--- config.mk ---
export PLATFORM = sky130hd
export DESIGN_NAME = gpa_fhdo_spi_responder
export DESIGN_NICKNAME = d
export VERILOG_FILES = /design/src/rtl/gpa_fhdo_pkg.sv /design/src/rtl/gpa_fhdo_spi_responder_edge.sv /design/src/rtl/gpa_fhdo_spi_responder.sv
export SDC_FILE = /design/constraint.sdc
export NUM_CORES = 1
export LEC_CHECK = 0
export CAP_MARGIN = 30
export CELL_PAD_IN_SITES_DETAIL_PLACEMENT = 2
export CELL_PAD_IN_SITES_GLOBAL_PLACEMENT = 2
export CORE_MARGIN = 2
export CORE_UTILIZATION = 31
export DETAILED_ROUTE_END_ITERATION = 12
export PLACE_DENSITY_LB_ADDON = 0.1
export SLEW_MARGIN = 40
export SYNTH_ARGS = -nofsm -noshare
export SYNTH_HDL_FRONTEND = slang
export SYNTH_SLANG_ARGS = --single-unit
export TNS_END_PERCENT = 1
--- constraint.sdc ---
create_clock -name clk -period 1.8 [get_ports clk]
set_input_delay 0.27 -clock clk [delete_from_list [all_inputs] [get_ports clk]]
set_output_delay 0.27 -clock clk [all_outputs]
set_load 0.03 [all_outputs]
--- src/rtl/gpa_fhdo_pkg.sv ---
// gpa_fhdo_pkg: shared constants and the frame layout for the GPA-FHDO SPI responder.
// Holds the register map addresses, DEVICE_ID, the soft-reset trigger code and the
// frame length. Optional feature macro used by the top: GPA_FHDO_RESP_READBACK_EN.
package gpa_fhdo_pkg;

   localparam int unsigned FRAME_LEN = 24;
   localparam int unsigned DATA_W    = 16;
   localparam int unsigned ADDR_W    = 4;
   localparam int unsigned CNT_W     = 5;
   localparam int unsigned NUM_DAC   = 4;
   localparam int unsigned IDX_W     = 2;
   localparam int unsigned TRIG_LOAD_BIT = 4;

   localparam logic [ADDR_W-1:0] ADDR_DEVICE_ID = 4'h1;
   localparam logic [ADDR_W-1:0] ADDR_SYNC      = 4'h2;
   localparam logic [ADDR_W-1:0] ADDR_CONFIG    = 4'h3;
   localparam logic [ADDR_W-1:0] ADDR_TRIGGER   = 4'h5;
   localparam logic [ADDR_W-1:0] ADDR_DAC0      = 4'h8;
   localparam logic [ADDR_W-1:0] ADDR_DAC1      = 4'h9;
   localparam logic [ADDR_W-1:0] ADDR_DAC2      = 4'hA;
   localparam logic [ADDR_W-1:0] ADDR_DAC3      = 4'hB;

   localparam logic [DATA_W-1:0] DEVICE_ID       = 16'h2158;
   localparam logic [3:0]        SOFT_RESET_CODE = 4'b1010;

   // One 24-bit SPI frame, MSB first on the wire.
   typedef struct packed {
      logic              rw;     // 1 = read
      logic [2:0]        rsvd;
      logic [ADDR_W-1:0] addr;
      logic [DATA_W-1:0] data;
   } frame_t;

endpackage

--- src/rtl/gpa_fhdo_spi_responder_edge.sv ---
// spi_edge_sync: 2-flop synchronizer for one asynchronous input plus rise/fall
// detection on the synchronized level.
// Ports: clk; async_i (raw pin); sync_o (synchronized level, registered);
//        rise_c / fall_c (combinational one-cycle edge strobes).
// The flops carry no reset on purpose: they keep tracking the pin during reset, so a
// pin already low when reset releases never shows up as a false falling edge.
module spi_edge_sync (
   input  logic clk,
   input  logic async_i,
   output logic sync_o,
   output logic rise_c,
   output logic fall_c
);

   logic meta_q, meta_d;
   logic sync_q, sync_d;
   logic prev_q, prev_d;

   // Synchronizer chain plus one delay stage for edge detection.
   always_comb begin
      meta_d = async_i;
      sync_d = meta_q;
      prev_d = sync_q;
   end

   always_ff @(posedge clk) begin
      meta_q <= meta_d;
      sync_q <= sync_d;
      prev_q <= prev_d;
   end

   assign sync_o = sync_q;
   assign rise_c = sync_q & ~prev_q;
   assign fall_c = ~sync_q & prev_q;

endmodule

--- src/rtl/gpa_fhdo_spi_responder.sv ---
// gpa_fhdo_spi_responder: SPI slave emulating the GPA-FHDO 4-channel DAC register file.
// Ports: clk, rst (sync, active high); sclk_i, csn_i, sdi_i, ldacn_i (async SPI / load
//        pins); sdo_o (readback data); vout0_o..vout3_o (active DAC codes);
//        frame_o (pulse on committed 24-bit frame); err_o (pulse on discarded frame).
// Macro GPA_FHDO_RESP_READBACK_EN enables register readback on sdo_o; without it
// sdo_o is tied low.
module gpa_fhdo_spi_responder
   import gpa_fhdo_pkg::*;
(
   input  logic        clk,
   input  logic        rst,
   input  logic        sclk_i,
   input  logic        csn_i,
   input  logic        sdi_i,
   input  logic        ldacn_i,
   output logic        sdo_o,
   output logic [15:0] vout0_o,
   output logic [15:0] vout1_o,
   output logic [15:0] vout2_o,
   output logic [15:0] vout3_o,
   output logic        frame_o,
   output logic        err_o
);

   localparam logic [1:0] ST_IDLE   = 2'd0;
   localparam logic [1:0] ST_SHIFT  = 2'd1;
   localparam logic [1:0] ST_COMMIT = 2'd2;

   logic sclk_s, sclk_rise, sclk_fall;
   logic csn_s, csn_rise, csn_fall;
   logic sdi_s, sdi_rise, sdi_fall;
   logic ldacn_s, ldacn_rise, ldacn_fall;
   logic unused_sync;

   spi_edge_sync u_sync_sclk  (.clk(clk), .async_i(sclk_i),  .sync_o(sclk_s),  .rise_c(sclk_rise),  .fall_c(sclk_fall));
   spi_edge_sync u_sync_csn   (.clk(clk), .async_i(csn_i),   .sync_o(csn_s),   .rise_c(csn_rise),   .fall_c(csn_fall));
   spi_edge_sync u_sync_sdi   (.clk(clk), .async_i(sdi_i),   .sync_o(sdi_s),   .rise_c(sdi_rise),   .fall_c(sdi_fall));
   spi_edge_sync u_sync_ldacn (.clk(clk), .async_i(ldacn_i), .sync_o(ldacn_s), .rise_c(ldacn_rise), .fall_c(ldacn_fall));

   assign unused_sync = ^{sclk_s, sclk_rise, sdi_rise, sdi_fall, ldacn_s, ldacn_rise};

   logic [1:0]                      state_q, state_d;
   logic [CNT_W-1:0]                cnt_q, cnt_d;
   logic [FRAME_LEN-1:0]            shreg_q, shreg_d;
   logic [NUM_DAC-1:0]              sync_en_q, sync_en_d;
   logic [DATA_W-1:0]               config_q, config_d;
   logic [NUM_DAC-1:0][DATA_W-1:0]  buf_q, buf_d;
   logic [NUM_DAC-1:0][DATA_W-1:0]  vout_q, vout_d;
   logic                            frame_q, frame_d;
   logic                            err_q, err_d;

   frame_t          cmd;
   logic            commit_c, wr_c, trig_c, soft_rst_c, dac_wr_c, load_c;
   logic [IDX_W-1:0] dac_idx_c;

   assign cmd = frame_t'(shreg_q);

   // Decode of the frame being committed; frame_q marks a valid length in COMMIT.
   always_comb begin
      commit_c   = (state_q == ST_COMMIT) && frame_q;
      wr_c       = commit_c && !cmd.rw;
      trig_c     = wr_c && (cmd.addr == ADDR_TRIGGER);
      soft_rst_c = trig_c && (cmd.data[3:0] == SOFT_RESET_CODE);
      dac_wr_c   = wr_c && (cmd.addr[3:2] == 2'b10);
      dac_idx_c  = cmd.addr[IDX_W-1:0];
      load_c     = ldacn_fall || (trig_c && cmd.data[TRIG_LOAD_BIT]);
   end

   // Frame FSM, register file and DAC outputs.
   always_comb begin
      state_d   = state_q;
      cnt_d     = cnt_q;
      shreg_d   = shreg_q;
      sync_en_d = sync_en_q;
      config_d  = config_q;
      buf_d     = buf_q;
      vout_d    = vout_q;
      frame_d   = 1'b0;
      err_d     = 1'b0;

      case (state_q)
         ST_IDLE: begin
            if (csn_fall) begin
               state_d = ST_SHIFT;
               cnt_d   = '0;
            end
         end
         ST_SHIFT: begin
            if (csn_rise) begin
               state_d = ST_COMMIT;
               frame_d = (cnt_q == CNT_W'(FRAME_LEN));
               err_d   = !frame_d;
            end else if (sclk_fall && !csn_s) begin
               shreg_d = {shreg_q[FRAME_LEN-2:0], sdi_s};
               if (cnt_q != '1) begin
                  cnt_d = cnt_q + CNT_W'(1);
               end
            end
         end
         ST_COMMIT: state_d = ST_IDLE;
         default:   state_d = ST_IDLE;
      endcase

      if (wr_c) begin
         case (cmd.addr)
            ADDR_SYNC:   sync_en_d = cmd.data[NUM_DAC-1:0];
            ADDR_CONFIG: config_d  = cmd.data;
            default:     ;
         endcase
      end

      if (dac_wr_c) begin
         buf_d[dac_idx_c] = cmd.data;
         if (!sync_en_q[dac_idx_c]) begin
            vout_d[dac_idx_c] = cmd.data;
         end
      end

      // Load from buf_d so a write committing in the same cycle as the strobe wins.
      if (load_c) begin
         for (int i = 0; i < NUM_DAC; i++) begin
            if (sync_en_q[IDX_W'(i)]) begin
               vout_d[IDX_W'(i)] = buf_d[IDX_W'(i)];
            end
         end
      end

      if (soft_rst_c) begin
         state_d   = ST_IDLE;
         cnt_d     = '0;
         shreg_d   = '0;
         sync_en_d = '0;
         config_d  = '0;
         buf_d     = '0;
         vout_d    = '0;
         frame_d   = 1'b0;
         err_d     = 1'b0;
      end
   end

   always_ff @(posedge clk) begin
      if (rst) begin
         state_q   <= ST_IDLE;
         cnt_q     <= '0;
         shreg_q   <= '0;
         sync_en_q <= '0;
         config_q  <= '0;
         buf_q     <= '0;
         vout_q    <= '0;
         frame_q   <= 1'b0;
         err_q     <= 1'b0;
      end else begin
         state_q   <= state_d;
         cnt_q     <= cnt_d;
         shreg_q   <= shreg_d;
         sync_en_q <= sync_en_d;
         config_q  <= config_d;
         buf_q     <= buf_d;
         vout_q    <= vout_d;
         frame_q   <= frame_d;
         err_q     <= err_d;
      end
   end

   assign vout0_o = vout_q[0];
   assign vout1_o = vout_q[1];
   assign vout2_o = vout_q[2];
   assign vout3_o = vout_q[3];
   assign frame_o = frame_q;
   assign err_o   = err_q;

`ifdef GPA_FHDO_RESP_READBACK_EN
   logic                 rb_arm_q, rb_arm_d;
   logic                 tx_act_q, tx_act_d;
   logic                 sdo_q, sdo_d;
   logic [FRAME_LEN-1:0] rb_word_q, rb_word_d;
   logic [FRAME_LEN-1:0] tx_q, tx_d;
   logic [DATA_W-1:0]    rd_data_c;

   // Register read mux, sampled when a read frame commits.
   always_comb begin
      rd_data_c = '0;
      case (cmd.addr)
         ADDR_DEVICE_ID: rd_data_c = DEVICE_ID;
         ADDR_SYNC:      rd_data_c = DATA_W'(sync_en_q);
         ADDR_CONFIG:    rd_data_c = config_q;
         ADDR_DAC0:      rd_data_c = buf_q[0];
         ADDR_DAC1:      rd_data_c = buf_q[1];
         ADDR_DAC2:      rd_data_c = buf_q[2];
         ADDR_DAC3:      rd_data_c = buf_q[3];
         default:        rd_data_c = '0;
      endcase
   end

   // A committed read arms one readback word, consumed by the next frame.
   always_comb begin
      rb_arm_d  = rb_arm_q;
      rb_word_d = rb_word_q;
      tx_act_d  = tx_act_q;
      tx_d      = tx_q;
      sdo_d     = sdo_q;

      if ((state_q == ST_IDLE) && csn_fall) begin
         tx_d     = rb_word_q;
         tx_act_d = rb_arm_q;
         rb_arm_d = 1'b0;
         sdo_d    = 1'b0;
      end else if (state_q == ST_SHIFT) begin
         if (csn_rise) begin
            tx_act_d = 1'b0;
            sdo_d    = 1'b0;
         end else if (sclk_rise && !csn_s && tx_act_q) begin
            sdo_d = tx_q[FRAME_LEN-1];
            tx_d  = {tx_q[FRAME_LEN-2:0], 1'b0};
         end
      end

      if (commit_c && cmd.rw) begin
         rb_arm_d  = 1'b1;
         rb_word_d = {cmd.rw, cmd.rsvd, cmd.addr, rd_data_c};
      end

      if (soft_rst_c) begin
         rb_arm_d = 1'b0;
         tx_act_d = 1'b0;
         sdo_d    = 1'b0;
      end
   end

   always_ff @(posedge clk) begin
      if (rst) begin
         rb_arm_q  <= 1'b0;
         rb_word_q <= '0;
         tx_act_q  <= 1'b0;
         tx_q      <= '0;
         sdo_q     <= 1'b0;
      end else begin
         rb_arm_q  <= rb_arm_d;
         rb_word_q <= rb_word_d;
         tx_act_q  <= tx_act_d;
         tx_q      <= tx_d;
         sdo_q     <= sdo_d;
      end
   end

   assign sdo_o = sdo_q;
`else
   assign sdo_o = 1'b0;
`endif

endmodule

==> flow_summary.json, run 1 <==
{
  "status": "finished, final reports clean",
  "n_antenna_cell": 0,
  "synth_edf_count": 0,
  "synth-seq-area-share": 0.514,
  "pwr-share-seq": 0.474,
  "switching_share": 0.220,
  "clockBufferDepth": 2,
  "layout-drive-gt1-share": 0.136,
  "rows": 49,
  "setup_ws_ns": 0.0445,
  "power_frac_comb": 0.020,
  "dieArea_um2": 19200,
  "cts-root-buf": "clkbuf_16",
  "yosys_warnings": 0,
  "drtPass1Iterations": 4,
  "synthTopCellsByCount": "dfxtp_1 (144), nand2_1 (79), nor2_1 (76), a21oi_1 (57), mux2i_1 (54)",
  "p_per_area_nw_per_um2": 918,
  "hold_slack_ns": 0.314,
  "seqCellArea_um2": 2890,
  "fmax_mhz": 570,
  "maxCapViolations": 0,
  "hold_buffers": 0,
  "multi_input_area_um2": 2490,
  "p_int_mw": 5.30,
  "yosys.cell_count.top_type": "dfxtp_1",
  "worst-path-buf-inv": 0,
  "hpwlAfterDp_um": 11700,
  "fillers": 1931,
  "drv_slew": 0,
  "cts_num_sinks": 144,
  "wl_um": 17700,
  "cts_max_level": 4,
  "synthCells": 595,
  "period_share": 0.975,
  "rsz0062_at_grt": "yes",
  "worst-path-stages": 6,
  "end_kind": "flip-flop",
  "ioPinCount": 73,
  "ys_types": 47,
  "portBuffers": 71,
  "hold_path.class": "in2reg",
  "numCtsBuffers": 17,
  "async_flop_share": 0,
  "grt-ovfl-total": 0,
  "path_delay_family": "simple AND/OR/NAND/NOR gates",
  "required_ns": 2.15,
  "yosys.area.top_type": "dfxtp_1",
  "clkPwrFrac": 0.506,
  "drc": 0,
  "fin_skew_ns": 0.00857,
  "grt_start_max_net_pins": 49,
  "cp-start-kind": "flip-flop",
  "cp_slowest_stage_delay_ns": 0.35,
  "grt_pass1_vias": 5226,
  "vdd_drop_max_v": 0.000584,
  "initial_core_util": 0.315,
  "syn_to_final_growth_pct": 31.8,
  "slew_headroom": 0.660,
  "grt_pass1_wl_um": 28600,
  "dp_slack_ns": -0.0287,
  "critPathMaxFanout": 3,
  "hold_viol": 0,
  "die_h_um": 139,
  "clkTransAtPathRegs_ns": 0.06,
  "gp_congestion": 0.725,
  "min_path_cells": 1,
  "clock_latency_ns": 0.42,
  "yosys_register_bits": 144,
  "core_area_um2": 17800,
  "fin_cells": 911,
  "grt_use_total": 0.187,
  "netlist_area_um2": 5610,
  "viasPerCell": 5.15,
  "critical_path_class": "reg2reg",
  "cp_cell_sequence": "ha_2 > and3_1 > ha_2 > o31a_1 > or3_1 > a21oi_1",
  "crit_slowest_cell": "or3_1",
  "ys_top_cells_by_area": "dfxtp_1 (51%), mux2i_1 (9.6%), nand2_1 (5.3%), a21oi_1 (5.1%), nor2_1 (5.1%)",
  "dp.cells": 878,
  "grt_antenna_before_repair": 0,
  "reg2regPathDepth": 6,
  "cellLeakagePower_nw": 2.87,
  "num_vias": 4690,
  "worst_slew_pin_slew_ns": 0.504,
  "ys.flop_type": "dfxtp_1",
  "cp.arrival_ns": 2.10,
  "syn_avg_cell_area_um2": 9.43,
  "synth_nets": 604,
  "cts_tree": "yes",
  "die_w_um": 139,
  "fin_nets": 678,
  "period_needed_ns": 1.76,
  "final_antenna_net_count": 0,
  "power.total_mw": 6.79,
  "drt_iter0_drc": 217,
  "post_drt_wl_per_cell_um": 19.5,
  "finalSetupTns_ns": 0,
  "power_switching_mw": 1.49,
  "finalSetupViolCount": 0,
  "crit_path_frequent_cell": "ha_2",
  "synth.top_cell.area_share": 0.514
}
[flip-flops by register name, indices dropped and copies added (netlist names), 2 cells and up]
name	flops
buf_q	32
cmd	24
vout0_o	16
vout1_o	16
vout2_o	16
vout3_o	16
cnt_q	5
sync_en_q	4
state_q	2
[metrics by stage]
step	utilization	area (µm²)
4_1_cts	0.411	7330
3_5_place_dp	0.379	6760
2_1_floorplan	-	5610
6_report	0.414	7390
5_1_grt	0.414	7390
3_3_place_gp	0.379	6760
[worst paths after layout]
path                               startpoint                           to  slack [ns]
setup / recovery        cnt_q[0]$_SDFFE_PP0P_        cnt_q[3]$_SDFFE_PP0P_        0.04
setup reg to reg        cnt_q[0]$_SDFFE_PP0P_        cnt_q[3]$_SDFFE_PP0P_        0.04
hold / removal                          csn_i    u_sync_csn.meta_q$_DFF_P_        0.31
hold reg to reg   u_sync_ldacn.meta_q$_DFF_P_  u_sync_ldacn.sync_o$_DFF_P_        0.33
[power groups by stage]
stage	combinational, mW	clock [mW]	sequential [mW]
global placement	0.132	0	3.28
floorplan	0.0776	0	3.28
global route	0.147	3.70	3.22
detailed placement	0.134	0	3.29
CTS	0.134	3.52	3.22
finish	0.136	3.44	3.22
[placed cells by master, fill, tap and decap left out, drive strengths merged, types with 5 or more instances in the layout]
master / synthesis / layout
clkdlybuf4s50: 0 / 67
buf: 36 / 36
inv: 4 / 5
a221oi: 15 / 15
clkbuf: 16 / 19
clkinv: 0 / 6
a21oi: 57 / 57
dfxtp: 144 / 144
o21ai: 17 / 17
nor2: 76 / 76
mux2i: 54 / 54
a211oi: 18 / 18
and3: 18 / 18
a311oi: 16 / 16
nand2: 79 / 79
[area by class of cell]
type / count / share of cell area
timing repair buffer: 107 / 0.154
clock buffer: 19 / 0.0585
sequential: 144 / 0.391
multi-input combinational: 395 / 0.337
inverter: 4 / 0.00203
tap: 229 / 0.0387
clock inverter: 13 / 0.0190
[repair_timing]
action / in CTS / in global routing
endpoints found under the setup margin: 8 / 29
buffers inserted: 0 / 1
pin swaps: 0 / 5
resized for setup: 1 / 18
[worst reg2reg max path, cell delays in order (launching register included)]
cell and delay [ns]:
dfxtp_2 0.33, ha_2 0.18, and3_1 0.18, ha_2 0.18, o31a_1 0.33, or3_1 0.35
a21oi_1 0.13
[layer usage]
metal	vias up	global-route usage	part of all wire
li1	2237	-	-
met1	2368	0.242	0.48
met2	74	0.319	0.48
met3	11	0.0452	0.033
met4	0	0.0397	0.0069
met5	-	0	0
[cell families (layout without fill, tap and decap cells)]
| group | Yosys count | in the layout | synth area share |
|---|---|---|---|
| AO/OA/AOI/OAI | 128 | 128 | 0.150 |
| multiplexers | 54 | 54 | 0.0963 |
| AND/OR/NAND/NOR | 207 | 207 | 0.178 |
| adder cells (fa/ha/maj) | 3 | 3 | 0.00669 |
| other | 1 | 1 | 0.000668 |
| buffers and inverters | 56 | 143 | 0.0515 |
| XOR/XNOR | 2 | 2 | 0.00312 |
| flip-flops | 144 | 144 | 0.514 |
No activity file was read; power rests on OpenSTA's default activity.
==> run 2: changes to the inputs <==
CORE_MARGIN = unset   (was 2)
==> flow_summary.json, run 2 (synthesis results as in run 1) <==
{
  "fmax_mhz": 556,
  "layout_common_cells": "dfxtp_1 (138), nand2_1 (79), nor2_1 (76)",
  "n_antenna_cell": 0,
  "worst-path-buf-inv": 0,
  "vdd_drop_max_v": 0.000704,
  "initial_core_util": 0.321,
  "rsz0062_at_grt": "yes",
  "grt-ovfl-total": 0,
  "cp_cell_sequence": "ha_2 > and3_1 > ha_2 > o31a_1 > or3_1 > a21oi_1",
  "fin_nets": 684,
  "numCtsBuffers": 17,
  "grt_antenna_before_repair": 0,
  "hold_viol": 0,
  "clock_latency_ns": 0.43,
  "p_per_area_nw_per_um2": 939,
  "ioPinCount": 73,
  "viasPerCell": 5.21,
  "finalSetupViolCount": 0,
  "end_kind": "flip-flop",
  "crit_slowest_cell": "or3_1",
  "finalSetupTns_ns": 0,
  "grt_start_max_net_pins": 33,
  "pwr-share-seq": 0.455,
  "dieArea_um2": 18600,
  "die_w_um": 137,
  "grt_pass1_wl_um": 28400,
  "period_share": 1.00,
  "r2r-end": "cnt_q[3]$_SDFFE_PP0P_",
  "fin_skew_ns": 0.0122,
  "required_ns": 2.15,
  "cp.arrival_ns": 2.15,
  "post_drt_wl_per_cell_um": 20.0,
  "power_frac_comb": 0.020,
  "layout-drive-gt1-share": 0.142,
  "grt_use_total": 0.203,
  "hold_buffers": 0,
  "slew_headroom": 0.641,
  "final_cell_area_um2": 7520,
  "cts_num_sinks": 144,
  "drc": 0,
  "drt_iter0_drc": 165,
  "gp_congestion": 0.710,
  "fin_cells": 910,
  "cp_slowest_stage_delay_ns": 0.35,
  "dr_wl_met3_um": 525,
  "fillers": 1848,
  "dp_slack_ns": -0.125,
  "num_vias": 4745,
  "hold_end": "u_sync_sdi.meta_q$_DFF_P_",
  "status": "finished, final reports clean",
  "cp-start-kind": "flip-flop",
  "grt_pass1_vias": 5174,
  "period_needed_ns": 1.80,
  "ff2ff_setup_slack_ns": 0.0002,
  "min_path_cells": 1,
  "postPlaceCellArea_um2": 6750,
  "final_antenna_net_count": 0,
  "cts_max_level": 4,
  "worst_slew_pin_slew_ns": 0.539,
  "drv_slew": 0,
  "r2r-start": "cnt_q[0]$_SDFFE_PP0P_",
  "clkPwrFrac": 0.525,
  "drtPass1Iterations": 4,
  "reg2regPathDepth": 6,
  "top_layer": "met4",
  "setup_ws_ns": 0.000233,
  "switching_share": 0.204,
  "top_register": "buf_q",
  "maxCapViolations": 0,
  "die_h_um": 137,
  "cellLeakagePower_nw": 2.97,
  "p_int_mw": 5.62,
  "final_common_cell": "dfxtp_1",
  "power_switching_mw": 1.44,
  "critical_path_class": "reg2reg",
  "cts_tree": "yes",
  "rows": 48,
  "path_delay_family": "simple AND/OR/NAND/NOR gates",
  "cts-root-buf": "clkbuf_16",
  "dp.cells": 876,
  "min_from": "sdi_i",
  "portBuffers": 71,
  "hpwlAfterDp_um": 11700,
  "wl_met2_um": 8860,
  "critPathMaxFanout": 3,
  "hold_path.class": "in2reg",
  "clockBufferDepth": 2,
  "clkTransAtPathRegs_ns": 0.06,
  "wl_um": 18200,
  "largest_reg_flops": 32,
  "syn_to_final_growth_pct": 34.0,
  "core_area_um2": 17500,
  "crit_path_frequent_cell": "ha_2",
  "wl_met1_um": 8600,
  "hold_slack_ns": 0.283
}
[run 2: cell types whose count changed in the layout (fill, tap and decap cells not counted), sizes merged]
| cell | previous run | this run |
|---|---|---|
| buf | 36 | 41 |
| bufinv | 2 | 4 |
| clkbuf | 19 | 23 |
| clkdlybuf4s50 | 67 | 65 |
| clkinv | 6 | 3 |
| clkinvlp | 4 | 0 |
| dlygate4sd2 | 0 | 1 |
| dlymetal6s2s | 4 | 5 |
| inv | 5 | 4 |
[run 2: repair_timing]
action                     in CTS  in global routing
buffers inserted                3                  1
setup endpoints to repair      35                 41
gates resized for setup         8                 19
pin swaps                       2                  2
cloned                          0                  1
[run 2: power groups by stage]
stage	sequential (mW)	clock (mW)	combinational, mW
final	3.22	3.71	0.140
after global routing	3.22	3.93	0.151
after CTS	3.21	3.79	0.142
after detailed placement	3.29	0	0.137
after global placement	3.28	0	0.132
after floorplan	3.28	0	0.0776
[run 2: layer usage]
metal / track usage / vias to the layer above
li1: - / 2247
met5: 0 / -
met2: 0.332 / 79
met4: 0.0654 / 0
met3: 0.0444 / 14
met1: 0.263 / 2405
[run 2: area by class of cell]
cell class / count / area [µm²] / area share
Clock buffer: 22 / 464 / 0.0618
Clock inverter: 7 / 135 / 0.0180
Inverter: 4 / 15.0 / 0.00200
Multi-Input combinational cell: 395 / 2520 / 0.336
Sequential cell: 144 / 2890 / 0.384
Tap cell: 225 / 282 / 0.0375
Timing Repair Buffer: 113 / 1210 / 0.161
[run 2: worst max path at each step]
stage                     cells past startpoint                  endpoint                    start
after floorplan                               7  vout2_o[10]$_SDFFE_PP0P_       frame_o$_SDFF_PP0_
after global placement                        6     cnt_q[3]$_SDFFE_PP0P_    cnt_q[0]$_SDFFE_PP0P_
after detailed placement                      5     vout1_o[5]$_SDFF_PP0_  state_q[1]$_SDFFE_PP0P_
after CTS                                     6     cnt_q[3]$_SDFFE_PP0P_    cnt_q[0]$_SDFFE_PP0P_
after global routing                          6    vout1_o[14]$_SDFF_PP0_     cmd[23]$_SDFFE_PP0P_
final                                         6     cnt_q[3]$_SDFFE_PP0P_    cnt_q[0]$_SDFFE_PP0P_
[run 2: per-stage QoR]
step	power, mW	utilization
2_1_floorplan	3.36	-
3_3_place_gp	3.41	0.386
3_5_place_dp	3.42	0.386
4_1_cts	7.14	0.423
5_1_grt	7.30	0.430
6_report	7.06	0.430
